`src/rtl/over_pixel_packer.sv`:
```
// Packs a raster stream of 4-bit palette indices into 32-bit overlay words (8 px/word),
// or fills the whole overlay frame with one constant index.
module over_pixel_packer #(
    parameter int WORDS_PER_ROW = 40,
    parameter int ROWS          = 64
) (
    input  logic        Clk,
    input  logic        Reset_n,
    input  logic        Start,
    input  logic        Clear,
    input  logic [3:0]  Fill_idx,
    input  logic        Pix_valid,
    input  logic [3:0]  Pix_data,
    output logic        Pix_ready,
    output logic        Wr_en,
    output logic [11:0] Wr_addr,
    output logic [31:0] Wr_data,
    output logic        Busy,
    output logic        Done
);

    localparam int              TOTAL     = WORDS_PER_ROW * ROWS;
    localparam int              CW        = $clog2(TOTAL + 1);
    localparam logic [CW-1:0]   TOTAL_C   = CW'(TOTAL);
    localparam logic [11:0]     LAST_ADDR = 12'(TOTAL - 1);

    typedef enum logic [1:0] {IDLE, LOAD, FILL} state_t;

    state_t         state_reg, state_next;
    logic [2:0]     slot_reg;
    logic [CW-1:0]  cnt_reg;
    logic [3:0]     pix_reg [7];
    logic [27:0]    pix_flat;
    logic [3:0]     fill_reg;
    logic           wr_en_reg;
    logic [11:0]    wr_addr_reg;
    logic [31:0]    wr_data_reg;
    logic           done_reg;

    logic           frame_end;
    logic           has_room;
    logic           accept;

    // The frame ends on the cycle the last address is actually on the bus.
    assign frame_end = wr_en_reg && (wr_addr_reg == LAST_ADDR);
    assign has_room  = (cnt_reg != TOTAL_C);
    assign accept    = (state_reg == LOAD) && Pix_valid && has_room;

    always_comb begin
        state_next = state_reg;
        Pix_ready  = 1'b0;
        Busy       = 1'b0;
        case (state_reg)
            IDLE: begin
                if (Start)      state_next = LOAD;
                else if (Clear) state_next = FILL;
            end
            LOAD: begin
                Pix_ready = 1'b1;
                Busy      = 1'b1;
                if (frame_end) state_next = IDLE;
            end
            FILL: begin
                Busy = 1'b1;
                if (frame_end) state_next = IDLE;
            end
            default: state_next = IDLE;
        endcase
    end

    // Slots 0..6 are buffered; slot 7 goes straight from the input into the word.
    generate
        for (genvar gi = 0; gi < 7; gi++) begin : g_slot
            always_ff @(posedge Clk) begin
                if (!Reset_n) begin
                    pix_reg[gi] <= 4'd0;
                end else if (accept && (slot_reg == 3'(gi))) begin
                    pix_reg[gi] <= Pix_data;
                end
            end
            assign pix_flat[gi*4 +: 4] = pix_reg[gi];
        end
    endgenerate

    always_ff @(posedge Clk) begin
        if (!Reset_n) begin
            state_reg   <= IDLE;
            slot_reg    <= 3'd0;
            cnt_reg     <= '0;
            fill_reg    <= 4'd0;
            wr_en_reg   <= 1'b0;
            wr_addr_reg <= 12'd0;
            wr_data_reg <= 32'd0;
            done_reg    <= 1'b0;
        end else begin
            state_reg <= state_next;
            wr_en_reg <= 1'b0;
            done_reg  <= frame_end;

            if (state_reg == IDLE) begin
                slot_reg <= 3'd0;
                cnt_reg  <= '0;
                if (!Start && Clear) fill_reg <= Fill_idx;
            end

            if (accept) begin
                slot_reg <= slot_reg + 3'd1;
                if (slot_reg == 3'd7) begin
                    wr_en_reg   <= 1'b1;
                    wr_data_reg <= {Pix_data, pix_flat};
                    wr_addr_reg <= 12'(cnt_reg);
                    cnt_reg     <= cnt_reg + CW'(1);
                end
            end

            if ((state_reg == FILL) && has_room) begin
                wr_en_reg   <= 1'b1;
                wr_data_reg <= {8{fill_reg}};
                wr_addr_reg <= 12'(cnt_reg);
                cnt_reg     <= cnt_reg + CW'(1);
            end
        end
    end

    assign Wr_en   = wr_en_reg;
    assign Wr_addr = wr_addr_reg;
    assign Wr_data = wr_data_reg;
    assign Done    = done_reg;

endmodule

```
`config.mk`:
```
export PLATFORM = sky130hd
export DESIGN_NAME = over_pixel_packer
export DESIGN_NICKNAME = d
export VERILOG_FILES = /design/src/rtl/over_pixel_packer.sv
export SDC_FILE = /design/constraint.sdc
export NUM_CORES = 1
export LEC_CHECK = 0
export CAP_MARGIN = 15
export CORE_MARGIN = 3
export CORE_UTILIZATION = 45
export CTS_BUF_LIST = sky130_fd_sc_hd__clkbuf_8
export CTS_CLUSTER_DIAMETER = 120
export DETAILED_ROUTE_END_ITERATION = 6
export GPL_TIMING_DRIVEN = 0
export HOLD_SLACK_MARGIN = 0.05
export PLACE_DENSITY = 0.66
export REMOVE_ABC_BUFFERS = 1
export SLEW_MARGIN = 30
export SYNTH_ARGS = -nofsm -noshare
export SYNTH_HDL_FRONTEND = slang
export SYNTH_SLANG_ARGS = --single-unit
```
`constraint.sdc`:
```
create_clock -name Clk -period 5.3 [get_ports Clk]
set_input_delay 1.59 -clock Clk [delete_from_list [all_inputs] [get_ports Clk]]
set_output_delay 1.59 -clock Clk [all_outputs]
set_load 0.05 [all_outputs]
```
After elaboration in Yosys (flattened, before gate mapping) --
Memories as Yosys holds them, arrays and structs flattened. Cells that the tools add are included. Widths: inputs -> output; s select.
Word-level totals: output and inout bits 48, logic and storage cells 103, bits in writable memories 28, input bits 13, memories kept 1, ROM bits 0, latch bits 0, flip-flop bits (word level) 67
Operators by class: multiply operators 0, $add $sub $neg 2, divide/modulo/power cells 0, muxes and demuxes 50, bitwise gates (word level) 7, shift operators 0, reductions and logical operators 22, $lt $le $gt $ge 0, eq/ne operators 13
Memories:
- pix_reg | words 7, bits a word 4, rd ports 7, clocked after memory_dff 0, wr ports 7, RTL line 32 | logic [3:0] pix_reg [7];
Operators with widths (count):
- $mux 32 | 3
- $mux 12 | 7
- $mux 4 | 7
- $mux 1 | 27
- $add 12x1->12 const B | 1
- $eq 12x12->1 const B | 1
- $eq 3x3->1 const B | 4
- $logic_and 1x1->1 | 12
- $ne 12x12->1 const B | 1
- $or 1x1->1 | 7
- $eq 3x2->1 const B | 2
- $mux 2 | 3
- $mux 3 | 2
- $reduce_and 2->1 | 3
- $reduce_bool 2->1 | 3
- $pmux 2 s2 | 1
- $add 3x1->3 const B | 1
- $eq 3x1->1 const B | 1
- $logic_not 3->1 | 1
- $ne 3x3->1 const B | 1
- $eq 2x1->1 const B | 1
- $eq 2x2->1 const B | 1
- $logic_not 2->1 | 1
- $ne 2x1->1 const B | 1
- 2 further kinds | 2

Logic depth before layout (Yosys ltp) --
depth in word-level cells 8, mapped depth 7, gate-level depth less buffers 7

Worst setup path after synthesis --
OpenSTA, ideal clock, no wires.
kind input -> register, start input port Pix_valid, end memory pix_reg[1][0], enable pin, required time 4.939 ns, arrival 2.467 ns, stages 4, path buffers 1, path slack 2.472 ns, cell sequence and2_1 > clkbuf_1 > nand3_1 > o21ai_0
RTL lines:
- start, declared | RTL line 12 | input logic Pix_valid,
- end, declared | RTL line 32

Worst setup path after layout --
start register state_reg[1], end output port Pix_ready
Between the ends: word-level cells in the longest chain between the ends 2
RTL lines:
- start, declared | RTL line 29 | state_t state_reg, state_next;
- start signal, assigned | RTL line 96 | state_reg <= state_next;
- $eq 2x1->1 | RTL line 53 | case (state_reg)
- $mux 1 | RTL line 53
- end, declared | RTL line 14 | output logic Pix_ready,
No other way between the ends.

==> results.md <==
| Metric | This run |
|:---|:---|
| Status | finished clean |
| Worst Path Max Fanout | 7 |
| Crit path DAT | 1.96 ns |
| Detailed router's first-iteration violation count | 124 |
| Area added between synthesis and finish | 23.1% |
| Compound-cell area share of the yosys netlist | 0.157 |
| Simple-gate share of the synthesized area | 0.208 |
| Post-synthesis instance area | 0.00393 mm² |
| Hold-fix buffers at CTS | 0 |
| Share of final-layout standard cells stronger than drive strength 1 | 0.0685 |
| Commonest cells after routing, fill and taps aside | sky130_fd_sc_hd__dfxtp_1 (67), sky130_fd_sc_hd__clkdlybuf4s50_1 (59), sky130_fd_sc_hd__nor2_1 (51) |
| Cells traversed along the worst timing path | inv_1 -> ha_1 -> clkdlybuf4s50_1 |
| Setup fix buffers added after clock tree synthesis | 0 |
| Nets | 486 |
| Setup repair after global routing missed its margin | false |
| Worst ir drop on vdd | 0.159 mV |
| Maximum single-stage delay on the critical path | 0.86 ns |
| Maximum number of pins on one net before global-route repair | 33 |
| Share of synthesized cell area in full adder, half adder and majority cells | 0.0351 |
| Combinational family with the most area after synthesis | simple AND/OR/NAND/NOR gates |
| Die Y | 99.4 µm |
| Worst Tran Pin Value | 0.932 ns |
| Starting Density | 0.471 |
| Number of placement rows | 33 |
| Reg-to-reg critical path startpoint | cnt_reg[0] |
| Half-perimeter wire length of the detailed placement result | 6.48 mm |
| Global-route total usage across every layer | 0.191 |
| Clock transition at the registers of the reported paths | 0.10 ns |
| Count of filler cells inserted in the layout | 745 |
| Max-capacitance violation count | 0 |
| Via count of the first global-routing pass | 3068 |
| Grt total ovfl | 0 |
| Setup slack after placement | 0.837 ns |
| Die Footprint | 0.00988 mm² |
| CTS tree | done |
| Clock Tree Buf Depth | 2 |
| CTS Root Buffer Type | sky130_fd_sc_hd__clkbuf_8 |
| Final weighted congestion in routability-driven placement | 0.865 |
| Final ANT Viol Nets | 0 |
| Seq/Total Area, Yosys | 0.556 |
| Nature of the critical path startpoint | register |
| Number of I/O pins | 61 |
| Clock insertion delay at the later pin of the skew report | 0.36 ns |
| Hold Startpoint | fill_reg[2] |
| Final setup viols | 0 |
| Worst R2R Path Depth | 6 |
| Number of antenna violations at the first check in global routing | 0 |
| Mean instance size in the synthesized netlist | 9.62 µm² |
| Reg2reg setup slack | 2.77 ns |
| Total Neg Setup Slack | 0 ns |
| Total core area | 0.00834 mm² |
| Number of sinks driven by the clock tree | 95 |
| Multiplexer fraction of the synthesized cell area | 0.00287 |
| Routed vias/inst | 5.62 |
| Leakage Power | 1.66 nW |
| Avg WL per Cell | 16.2 µm |
| Total number of vias | 3213 |
| Number of buffers added by the clock tree synthesis step | 9 |
| Max transition margin | 0.374 |
| Slowest-stage cell, CP | sky130_fd_sc_hd__clkdlybuf4s50_1 |
| Number of flip-flops in the largest register | 32 |
| DRC Markers | 0 |
| Endpoint kind of the worst setup timing path | primary output |
| Length of the first detailed-routing pass in iterations | 4 |
| Number of pins exceeding their max-slew limit in the final report | 0 |
| Synth unique cells | 55 |
| Ratio of total power to cell area | 454 mW/mm² |
| Final period utilization | 0.670 |
| Final Routed Wirelength | 9.25 mm |
| Yosys synthesis warning count | 0 |
| Setup slack after layout | 1.75 ns |
| Number of enable-type register cells in the synthesized netlist | 28 |
| Peak clock frequency supported by timing | 282 MHz |
| Count of state elements after synthesis | 95 |
| Type of the worst min-delay path | register to register |
| Final period demand of the worst path | 3.55 ns |
| Die width | 99.4 µm |
| Cell depth of the worst min-delay path | 2 |
| Required time at the endpoint of the critical path | 3.71 ns |
| Most common cell after layout, fill and taps aside | sky130_fd_sc_hd__dfxtp_1 |
| Category of the critical setup timing path | register to primary output |
| Synthesized instance count | 408 |
| Asr flop ratio synth | 0 |
| Final Hold Viols | 0 |
| Count of H-tree levels built during CTS | 3 |
| Endpoint of the worst hold-timing path | fill_reg[2] |
| Number of resized instances in the post-cts repair step | 0 |
| Global-route wire length before repair | 15.1 mm |
| Most instantiated flip-flop cell in the synthesis netlist | sky130_fd_sc_hd__dfxtp_1 |
| Setup skew after layout | 0.0132 ns |
| Number of port buffers | 60 |
| Capture point of the worst reg-to-reg path | cnt_reg[8] |
| Xor and xnor area share after synthesis | 0.00446 |
| Antenna diode count | 0 |
routing by layer:
metal / vias up / share of wire / GRT usage
met5: - / 0 / 0
met4: 0 / 0.016 / 0.0746
met3: 15 / 0.054 / 0.0316
met2: 80 / 0.49 / 0.327
met1: 1534 / 0.43 / 0.240
li1: 1584 / - / -
where the power goes:
| group | internal, mW | switching (mW) |
|---|---|---|
| Clock | 0.190 | 0.267 |
| Combinational | 0.294 | 0.551 |
| Sequential | 0.841 | 0.0510 |
cell usage after synthesis (9+ instances only):
| cell | n | share of area |
|---|---|---|
| sky130_fd_sc_hd__nand3_1 | 21 | 0.027 |
| sky130_fd_sc_hd__o21ai_0 | 9 | 0.011 |
| sky130_fd_sc_hd__edfxtp_1 | 28 | 0.21 |
| sky130_fd_sc_hd__nor2_1 | 51 | 0.049 |
| sky130_fd_sc_hd__and2_1 | 9 | 0.014 |
| sky130_fd_sc_hd__dfxtp_1 | 67 | 0.34 |
| sky130_fd_sc_hd__ha_1 | 11 | 0.035 |
| sky130_fd_sc_hd__inv_1 | 16 | 0.015 |
| sky130_fd_sc_hd__nand2_1 | 48 | 0.046 |
| sky130_fd_sc_hd__clkbuf_1 | 12 | 0.011 |
| sky130_fd_sc_hd__a21oi_1 | 19 | 0.024 |
| sky130_fd_sc_hd__nor3_1 | 13 | 0.017 |
| sky130_fd_sc_hd__o22ai_1 | 32 | 0.051 |
layout make-up:
| type | instances | area, µm² | share of cell area |
|---|---|---|---|
| timing repair buffer | 62 | 638 | 0.132 |
| multi-input combinational | 277 | 1630 | 0.337 |
| clock inverter | 6 | 50.0 | 0.0104 |
| sequential | 95 | 2180 | 0.452 |
| tap | 105 | 131 | 0.0272 |
| clock buffer | 10 | 138 | 0.0285 |
| inverter | 17 | 63.8 | 0.0132 |
how the worst max path moves through the flow:
stage,to,startpoint,cells past startpoint
2_1_floorplan,cnt_reg[6],Pix_valid,4
3_3_place_gp,cnt_reg[6],Pix_valid,5
3_5_place_dp,cnt_reg[9],Reset_n,5
4_1_cts,cnt_reg[9],Reset_n,5
5_1_grt,Busy,state_reg[1],3
6_report,Pix_ready,state_reg[1],3
per-stage QoR:
stage / util / power [mW] / instance area (µm²) / hold WS (ns) / std cells
after floorplan: - / 1.47 / 3840 / 0.436 / 389
after global placement: 0.549 / 1.72 / 4580 / 0.446 / 554
after detailed placement: 0.557 / 1.76 / 4640 / 0.451 / 556
after CTS: 0.579 / 2.21 / 4830 / 0.465 / 572
after global routing: 0.579 / 2.30 / 4830 / 0.488 / 572
final: 0.579 / 2.19 / 4830 / 0.464 / 572
critical path: cells and delay by family, from the launching register on:
kind | cells | cell delay [ns]
DFF | 1 | 0.34
buffers and inverters | 2 | 0.94
adders and majority gates | 1 | 0.31
kinds of logic (layout without fill, tap and decap cells):
kind of cell               Yosys count  count (layout)
AOI/OAI and AO/OA                   92              92
buffers and inverters               36              95
adders and majority gates           11              11
xor gates and xnor gates             2               2
and+or+nand+nor                    171             171
muxes                                1               1
DFF                                 95              95
(Power assumes the default switching activity.)
